**src/rtl/task_8_stream_input.sv**
```systemverilog
// -----------------------------------------------------------------------------
// task_8_stream_input
//
// Store-and-forward ingress buffer. One upstream packet is loaded into an
// internal RAM of DEPTH words of DATA_W bits. The whole packet is then replayed
// downstream with a valid/ready handshake and a last marker.
//
// Build option:
//   TASK8_IN_OVERSIZE_DROP_EN  defined   -> an oversize packet is discarded whole
//                              undefined -> an oversize packet is truncated to
//                                           its first DEPTH words
//
// Parameters:
//   DATA_W  beat width in bits (1..64)
//   DEPTH   buffer capacity in words (power of two, >= 4)
//   LEN_W   width of the word counter and o_pkt_len
//
// Ports:
//   i_clk          clock
//   i_rst_n        asynchronous active-low reset
//   i_tdata_valid  upstream beat valid
//   i_tdata        upstream beat data
//   i_tdata_last   upstream final beat
//   o_tready       upstream beat accepted when high (registered)
//   o_data         downstream beat data (registered)
//   o_enb          downstream beat valid (registered)
//   o_last         downstream final beat, qualified by o_enb
//   i_ready        downstream accepts the current beat
//   o_busy         a packet is in progress
//   o_empty        no buffered words remain unsent
//   o_pkt_len      word count of the packet being sent, held until the next one
//   o_overflow     one-cycle pulse when an oversize packet is detected
// -----------------------------------------------------------------------------
module task_8_stream_input #(
    parameter int DATA_W = 8,
    parameter int DEPTH  = 256,
    parameter int LEN_W  = $clog2(DEPTH + 1)
) (
    input  logic              i_clk,
    input  logic              i_rst_n,
    input  logic              i_tdata_valid,
    input  logic [DATA_W-1:0] i_tdata,
    input  logic              i_tdata_last,
    output logic              o_tready,
    output logic [DATA_W-1:0] o_data,
    output logic              o_enb,
    output logic              o_last,
    input  logic              i_ready,
    output logic              o_busy,
    output logic              o_empty,
    output logic [LEN_W-1:0]  o_pkt_len,
    output logic              o_overflow
);

    localparam int PTR_W = $clog2(DEPTH);

    typedef enum logic [1:0] {
        S_IDLE,
        S_LOAD,
        S_SEND,
        S_DROP
    } state_t;

    state_t            r_state;
    logic [PTR_W-1:0]  r_wr_ptr;
    logic [PTR_W-1:0]  r_rd_ptr;
    logic [LEN_W-1:0]  r_count;
    logic [LEN_W-1:0]  r_rd_cnt;
    logic [LEN_W-1:0]  r_pkt_len;
    logic              r_tready;
    logic              r_enb;
    logic              r_last;
    logic [DATA_W-1:0] r_data;
    logic              r_overflow;
`ifndef TASK8_IN_OVERSIZE_DROP_EN
    logic              r_ovf_seen;
`endif

    // Packet storage with a registered read port; r_ram_q is the prefetch
    // stage sitting one word ahead of the output register.
    logic [DATA_W-1:0] r_mem [DEPTH];
    logic [DATA_W-1:0] r_ram_q;
    logic              r_q_valid;
    logic              r_q_last;

    logic w_accept;
    logic w_full;
    logic w_wr_en;
    logic w_advance;
    logic w_rd_en;
    logic w_done;

    assign w_accept  = (r_state == S_LOAD) && r_tready && i_tdata_valid;
    assign w_full    = (r_count == LEN_W'(DEPTH));
    assign w_wr_en   = w_accept && !w_full;
    // The two-stage read pipeline moves only when the output slot is free
    // or being consumed, so a stall freezes both stages together.
    assign w_advance = !r_enb || i_ready;
    assign w_rd_en   = (r_state == S_SEND) && w_advance && (r_rd_cnt != r_pkt_len);
    assign w_done    = (r_state == S_SEND) && r_enb && i_ready && r_last;

    always_ff @(posedge i_clk) begin
        if (w_wr_en) begin
            r_mem[r_wr_ptr] <= i_tdata;
        end
        if (w_rd_en) begin
            r_ram_q <= r_mem[r_rd_ptr];
        end
    end

    always_ff @(posedge i_clk or negedge i_rst_n) begin
        if (!i_rst_n) begin
            r_state    <= S_IDLE;
            r_wr_ptr   <= '0;
            r_rd_ptr   <= '0;
            r_count    <= '0;
            r_rd_cnt   <= '0;
            r_pkt_len  <= '0;
            r_tready   <= 1'b0;
            r_enb      <= 1'b0;
            r_last     <= 1'b0;
            r_data     <= '0;
            r_overflow <= 1'b0;
            r_q_valid  <= 1'b0;
            r_q_last   <= 1'b0;
`ifndef TASK8_IN_OVERSIZE_DROP_EN
            r_ovf_seen <= 1'b0;
`endif
        end else begin
            r_overflow <= 1'b0;
            case (r_state)
                S_IDLE: begin
                    r_wr_ptr  <= '0;
                    r_rd_ptr  <= '0;
                    r_count   <= '0;
                    r_rd_cnt  <= '0;
                    r_q_valid <= 1'b0;
                    r_q_last  <= 1'b0;
                    r_enb     <= 1'b0;
                    r_last    <= 1'b0;
                    r_tready  <= 1'b0;
`ifndef TASK8_IN_OVERSIZE_DROP_EN
                    r_ovf_seen <= 1'b0;
`endif
                    r_state   <= S_LOAD;
                end

                S_LOAD: begin
                    // o_tready lags entry into S_LOAD by one cycle.
                    r_tready <= 1'b1;
                    if (w_accept) begin
                        if (!w_full) begin
                            r_wr_ptr <= r_wr_ptr + PTR_W'(1);
                            r_count  <= r_count + LEN_W'(1);
                        end
`ifdef TASK8_IN_OVERSIZE_DROP_EN
                        if (w_full) begin
                            r_overflow <= 1'b1;
                            r_tready   <= !i_tdata_last;
                            r_state    <= i_tdata_last ? S_IDLE : S_DROP;
                        end else if (i_tdata_last) begin
                            r_tready  <= 1'b0;
                            r_pkt_len <= r_count + LEN_W'(1);
                            r_state   <= S_SEND;
                        end
`else
                        if (w_full && !r_ovf_seen) begin
                            r_overflow <= 1'b1;
                            r_ovf_seen <= 1'b1;
                        end
                        if (i_tdata_last) begin
                            r_tready  <= 1'b0;
                            r_pkt_len <= w_full ? r_count : r_count + LEN_W'(1);
                            r_state   <= S_SEND;
                        end
`endif
                    end
                end

                S_SEND: begin
                    if (w_done) begin
                        r_enb   <= 1'b0;
                        r_last  <= 1'b0;
                        r_state <= S_IDLE;
                    end else if (w_advance) begin
                        r_enb <= r_q_valid;
                        if (r_q_valid) begin
                            r_data <= r_ram_q;
                            r_last <= r_q_last;
                        end else begin
                            r_last <= 1'b0;
                        end
                        if (w_rd_en) begin
                            r_q_valid <= 1'b1;
                            r_q_last  <= (r_rd_cnt == r_pkt_len - LEN_W'(1));
                            r_rd_ptr  <= r_rd_ptr + PTR_W'(1);
                            r_rd_cnt  <= r_rd_cnt + LEN_W'(1);
                        end else begin
                            r_q_valid <= 1'b0;
                        end
                    end
                end

                S_DROP: begin
                    if (r_tready && i_tdata_valid && i_tdata_last) begin
                        r_tready <= 1'b0;
                        r_state  <= S_IDLE;
                    end else begin
                        r_tready <= 1'b1;
                    end
                end

                default: begin
                    r_state <= S_IDLE;
                end
            endcase
        end
    end

    assign o_tready   = r_tready;
    assign o_data     = r_data;
    assign o_enb      = r_enb;
    assign o_last     = r_last;
    assign o_pkt_len  = r_pkt_len;
    assign o_overflow = r_overflow;
    assign o_busy     = (r_state == S_SEND) || (r_state == S_DROP) ||
                        ((r_state == S_LOAD) && (r_count != '0));
    // Words are only ever held in S_LOAD (not yet sent) or S_SEND (until
    // the final transfer, which leaves S_SEND in the same edge).
    assign o_empty    = !((r_state == S_SEND) ||
                          ((r_state == S_LOAD) && (r_count != '0)));

endmodule

```
**config.mk**
```make
export PLATFORM = sky130hd
export DESIGN_NAME = task_8_stream_input
export DESIGN_NICKNAME = d
export VERILOG_FILES = /design/src/rtl/task_8_stream_input.sv
export SDC_FILE = /design/constraint.sdc
export NUM_CORES = 2
export LEC_CHECK = 0
export ABC_AREA = 1
export CORE_UTILIZATION = 40
export CTS_BUF_LIST = sky130_fd_sc_hd__clkbuf_4
export DETAILED_ROUTE_END_ITERATION = 7
export PLACE_DENSITY_LB_ADDON = 0.1
export REMOVE_ABC_BUFFERS = 1
export SYNTH_ARGS = -nofsm -noshare
export SYNTH_HDL_FRONTEND = slang
export SYNTH_SLANG_ARGS = --single-unit
```
**constraint.sdc**
```tcl
create_clock -name i_clk -period 4.1 [get_ports i_clk]
set_input_delay 1.23 -clock i_clk [delete_from_list [all_inputs] [get_ports i_clk]]
set_output_delay 1.23 -clock i_clk [all_outputs]
set_load 0.03 [all_outputs]
```
==> run summary <==
outcome: finished with violations
failing checks: design-rule violations
Final min period: 3.91 ns
DRT Wirelength: 269 mm
CTS buffer count: 587
fin cells: 11,100
FF/Latch Area: 63,300 um2
top cell type's share of synthesized area: 0.715
fmax: 256 MHz
total global-route track usage: 0.245
Crit path required time: 2.87 ns
Total Power: 52,800 uW
area of the multi-input gates: 20,600 um2
Pins Over Slew Limit: 0
pwr/cell area: 532 nW/um2
Area Growth Syn to Fin: 14.8%
Avg WL per Cell: 24.2 um
mapped cell area: 86,400 um2
WHS: 0.237 ns
Max VDD drop: 413 uV
Slew HR: 0.276
vias in the first global route: 59,400
Startpoint Class: flop
Remaining Overflow, GRT: 0
max-cap violation count: 0
Seq pwr share: 0.457
synth cell count leaders: 2,159 x nand2_1, 2,056 x edfxtp_1, 2,047 x nand3_1, 319 x buf_2, 297 x nor2_1
GR Layer Usage met1: 0.334
Core Footprint: 215,000 um2
Gate power share: 0.192
Die Ht: 467 um
period utilisation layout: 0.954
clock sink total: 2,116
syn avg cell area: 11.8 um2
largest net degree at the start of global routing: 184
via count: 59,500
CTS tree: built
row count: 170
Sw Share: 0.307
setup TNS: 0 ns
NetSw: 16,200 uW
Setup Crit Path Kind: reg2out
grt met2 use: 0.389
# fillers: 19,900
clk slew on worst S/H paths: 0.07 ns
drt first-iter violations: 6,302
Leak Pwr: 0.0356 uW
Synth area leaders: edfxtp_1 71%, nand3_1 12%, nand2_1 9.4%
Synth Flop Type: edfxtp_1
Worst Tran Pin Value: 1.08 ns
clk_skew: 0.101 ns
worst min-delay path class: in2async
clock share of power: 0.352
initial antenna violation count: 7
dpl hpwl: 159 mm
Mapped Cells: 7,321
final hold violations: 0
root buf cell: clkbuf_4
Skew-Pair Late Insertion Delay: 1.42 ns
Die Footprint: 218,000 um2
Final Cell Area: 99,200 um2
DRC Markers: 1
Detail Route Antenna Nets: 0
Seq/Total Area, Yosys: 0.732
share of layout cells above drive strength 1: 0.165
Crit. End Element: primary output
asr flop ratio synth: 0.0284
crit-path max FO: 2
most instantiated library cell after synthesis: nand2_1
Synth Warn #: 0
Synth Register Bits: 2,116
Synth area leader: edfxtp_1
busiest grt layer: met2
EDFF count, synth: 2,056
first-pass GRT wire length: 390 mm
H-tree Lvls: 6
Initial Util: 0.403
Setup Viol. Count Final: 0
Die Wd: 467 um
via/cell ratio: 5.36
WP data arrival: 2.68 ns
Clock Tree Buf Depth: 4
fin nets: 7,898
routability cong.: 0.867
Pint: 36,600 uW
IO buf count: 35
first-pass detailed-route iteration total: 8
IO Pins: 36
synth unique cells: 34
placed cell area: 92,000 um2
GR Util met3: 0.0454
Placed Cells: 10,100
==> area by class of cell <==
cell class                 instances  share of cell area
inverter                          69             0.00298
sequential                      2116               0.638
timing repair buffer             456              0.0447
tap                             2838              0.0358
clock inverter                   140             0.00804
multi-input combinational       4646               0.207
antenna                            3           0.0000757
clock buffer                     835              0.0632
==> flip-flops by register name, indices dropped and copies added (netlist names), 2 cells and up <==
register / count
r_rd_ptr: 8
o_pkt_len: 9
r_wr_ptr: 8
r_count: 9
o_data: 8
r_rd_cnt: 9
r_mem: 2048
r_ram_q: 8
r_state: 2
==> logic make-up (layout without fill, tap and decap cells) <==
group / Yosys count / after routing / share of synthesized area
simple gates: 4543 / 4543 / 0.228
flops: 2116 / 2116 / 0.732
buf+inv: 559 / 1500 / 0.0305
compound gates: 54 / 54 / 0.00343
xor+xnor: 31 / 31 / 0.00314
fa+ha+maj: 9 / 9 / 0.00130
mux: 9 / 9 / 0.00116
other cells: 0 / 3 / 0
==> power by group through the flow <==
stage | Clock [uW] | Combinational (uW) | Sequential [uW]
2_1_floorplan | 0 | 3700 | 24900
3_3_place_gp | 0 | 10100 | 24600
3_5_place_dp | 0 | 10100 | 24600
4_1_cts | 19100 | 10100 | 24100
5_1_grt | 20200 | 11100 | 24100
6_report | 18600 | 10100 | 24100
==> placed cells by master (no fill, tap or decap), types with 7 or more instances in the layout <==
| master | count |
|---|---|
| buf_4 | 350 |
| nor2_1 | 297 |
| buf_12 | 71 |
| nor3_1 | 10 |
| xor2_1 | 24 |
| buf_8 | 8 |
| inv_1 | 57 |
| xnor2_1 | 7 |
| nand2_1 | 2153 |
| clkinv_1 | 98 |
| edfxtp_1 | 2056 |
| nand2_2 | 15 |
| o21ai_0 | 27 |
| nand3_1 | 2046 |
| ha_1 | 8 |
| clkinv_2 | 18 |
| inv_2 | 20 |
| clkbuf_4 | 835 |
| bufinv_16 | 9 |
| clkdlybuf4s50_1 | 24 |
| dfrtp_1 | 55 |
| mux2_2 | 8 |
| o22ai_1 | 16 |
==> layer usage <==
| layer | routed length, um | share of wire |
|---|---|---|
| met1 | 115000 | 0.43 |
| met2 | 126000 | 0.47 |
| met3 | 19100 | 0.071 |
| met4 | 8490 | 0.032 |
| met5 | 0 | 0 |
==> through the flow <==
step	utilization	worst slack [ns]
final	0.462	0.191
after global routing	0.462	-0.0149
after CTS	0.462	-0.00732
after detailed placement	0.429	0.261
after global placement	0.429	0.249
after floorplan	-	-38.77
==> final timing paths <==
kind	start	to	slack, ns	depth (start not counted)
setup reg to reg	r_rd_ptr[0]	r_ram_q[7]	0.54	12
hold reg to reg	r_ovf_seen	o_overflow	0.45	1
hold / removal	i_rst_n	o_pkt_len[8]	0.24	2
max in group asynchronous	i_rst_n	r_wr_ptr[0]	3.08	3
min in group i_clk	i_tdata[7]	r_mem[3][7]	0.28	1
setup / recovery	r_count[0]	o_empty	0.19	7
==> what timing repair did <==
action | CTS | global route
resized for setup | 18 | 0
pin swaps | 2 | 1
endpoints found under the hold margin | 43 | 0
setup buffers | 6 | 1
setup endpoints to repair | 2 | 1
hold buffers | 1 | 0
==> critical path, stage by stage (launching register included) <==
cell and delay [ns]:
dfrtp_1 0.38, inv_2 0.09, ha_4 0.14, nand4_1 0.16
o21ai_2 0.17, inv_1 0.05, nor2_1 0.09, buf_4 0.17
Power figures use the tool's default switching activity.
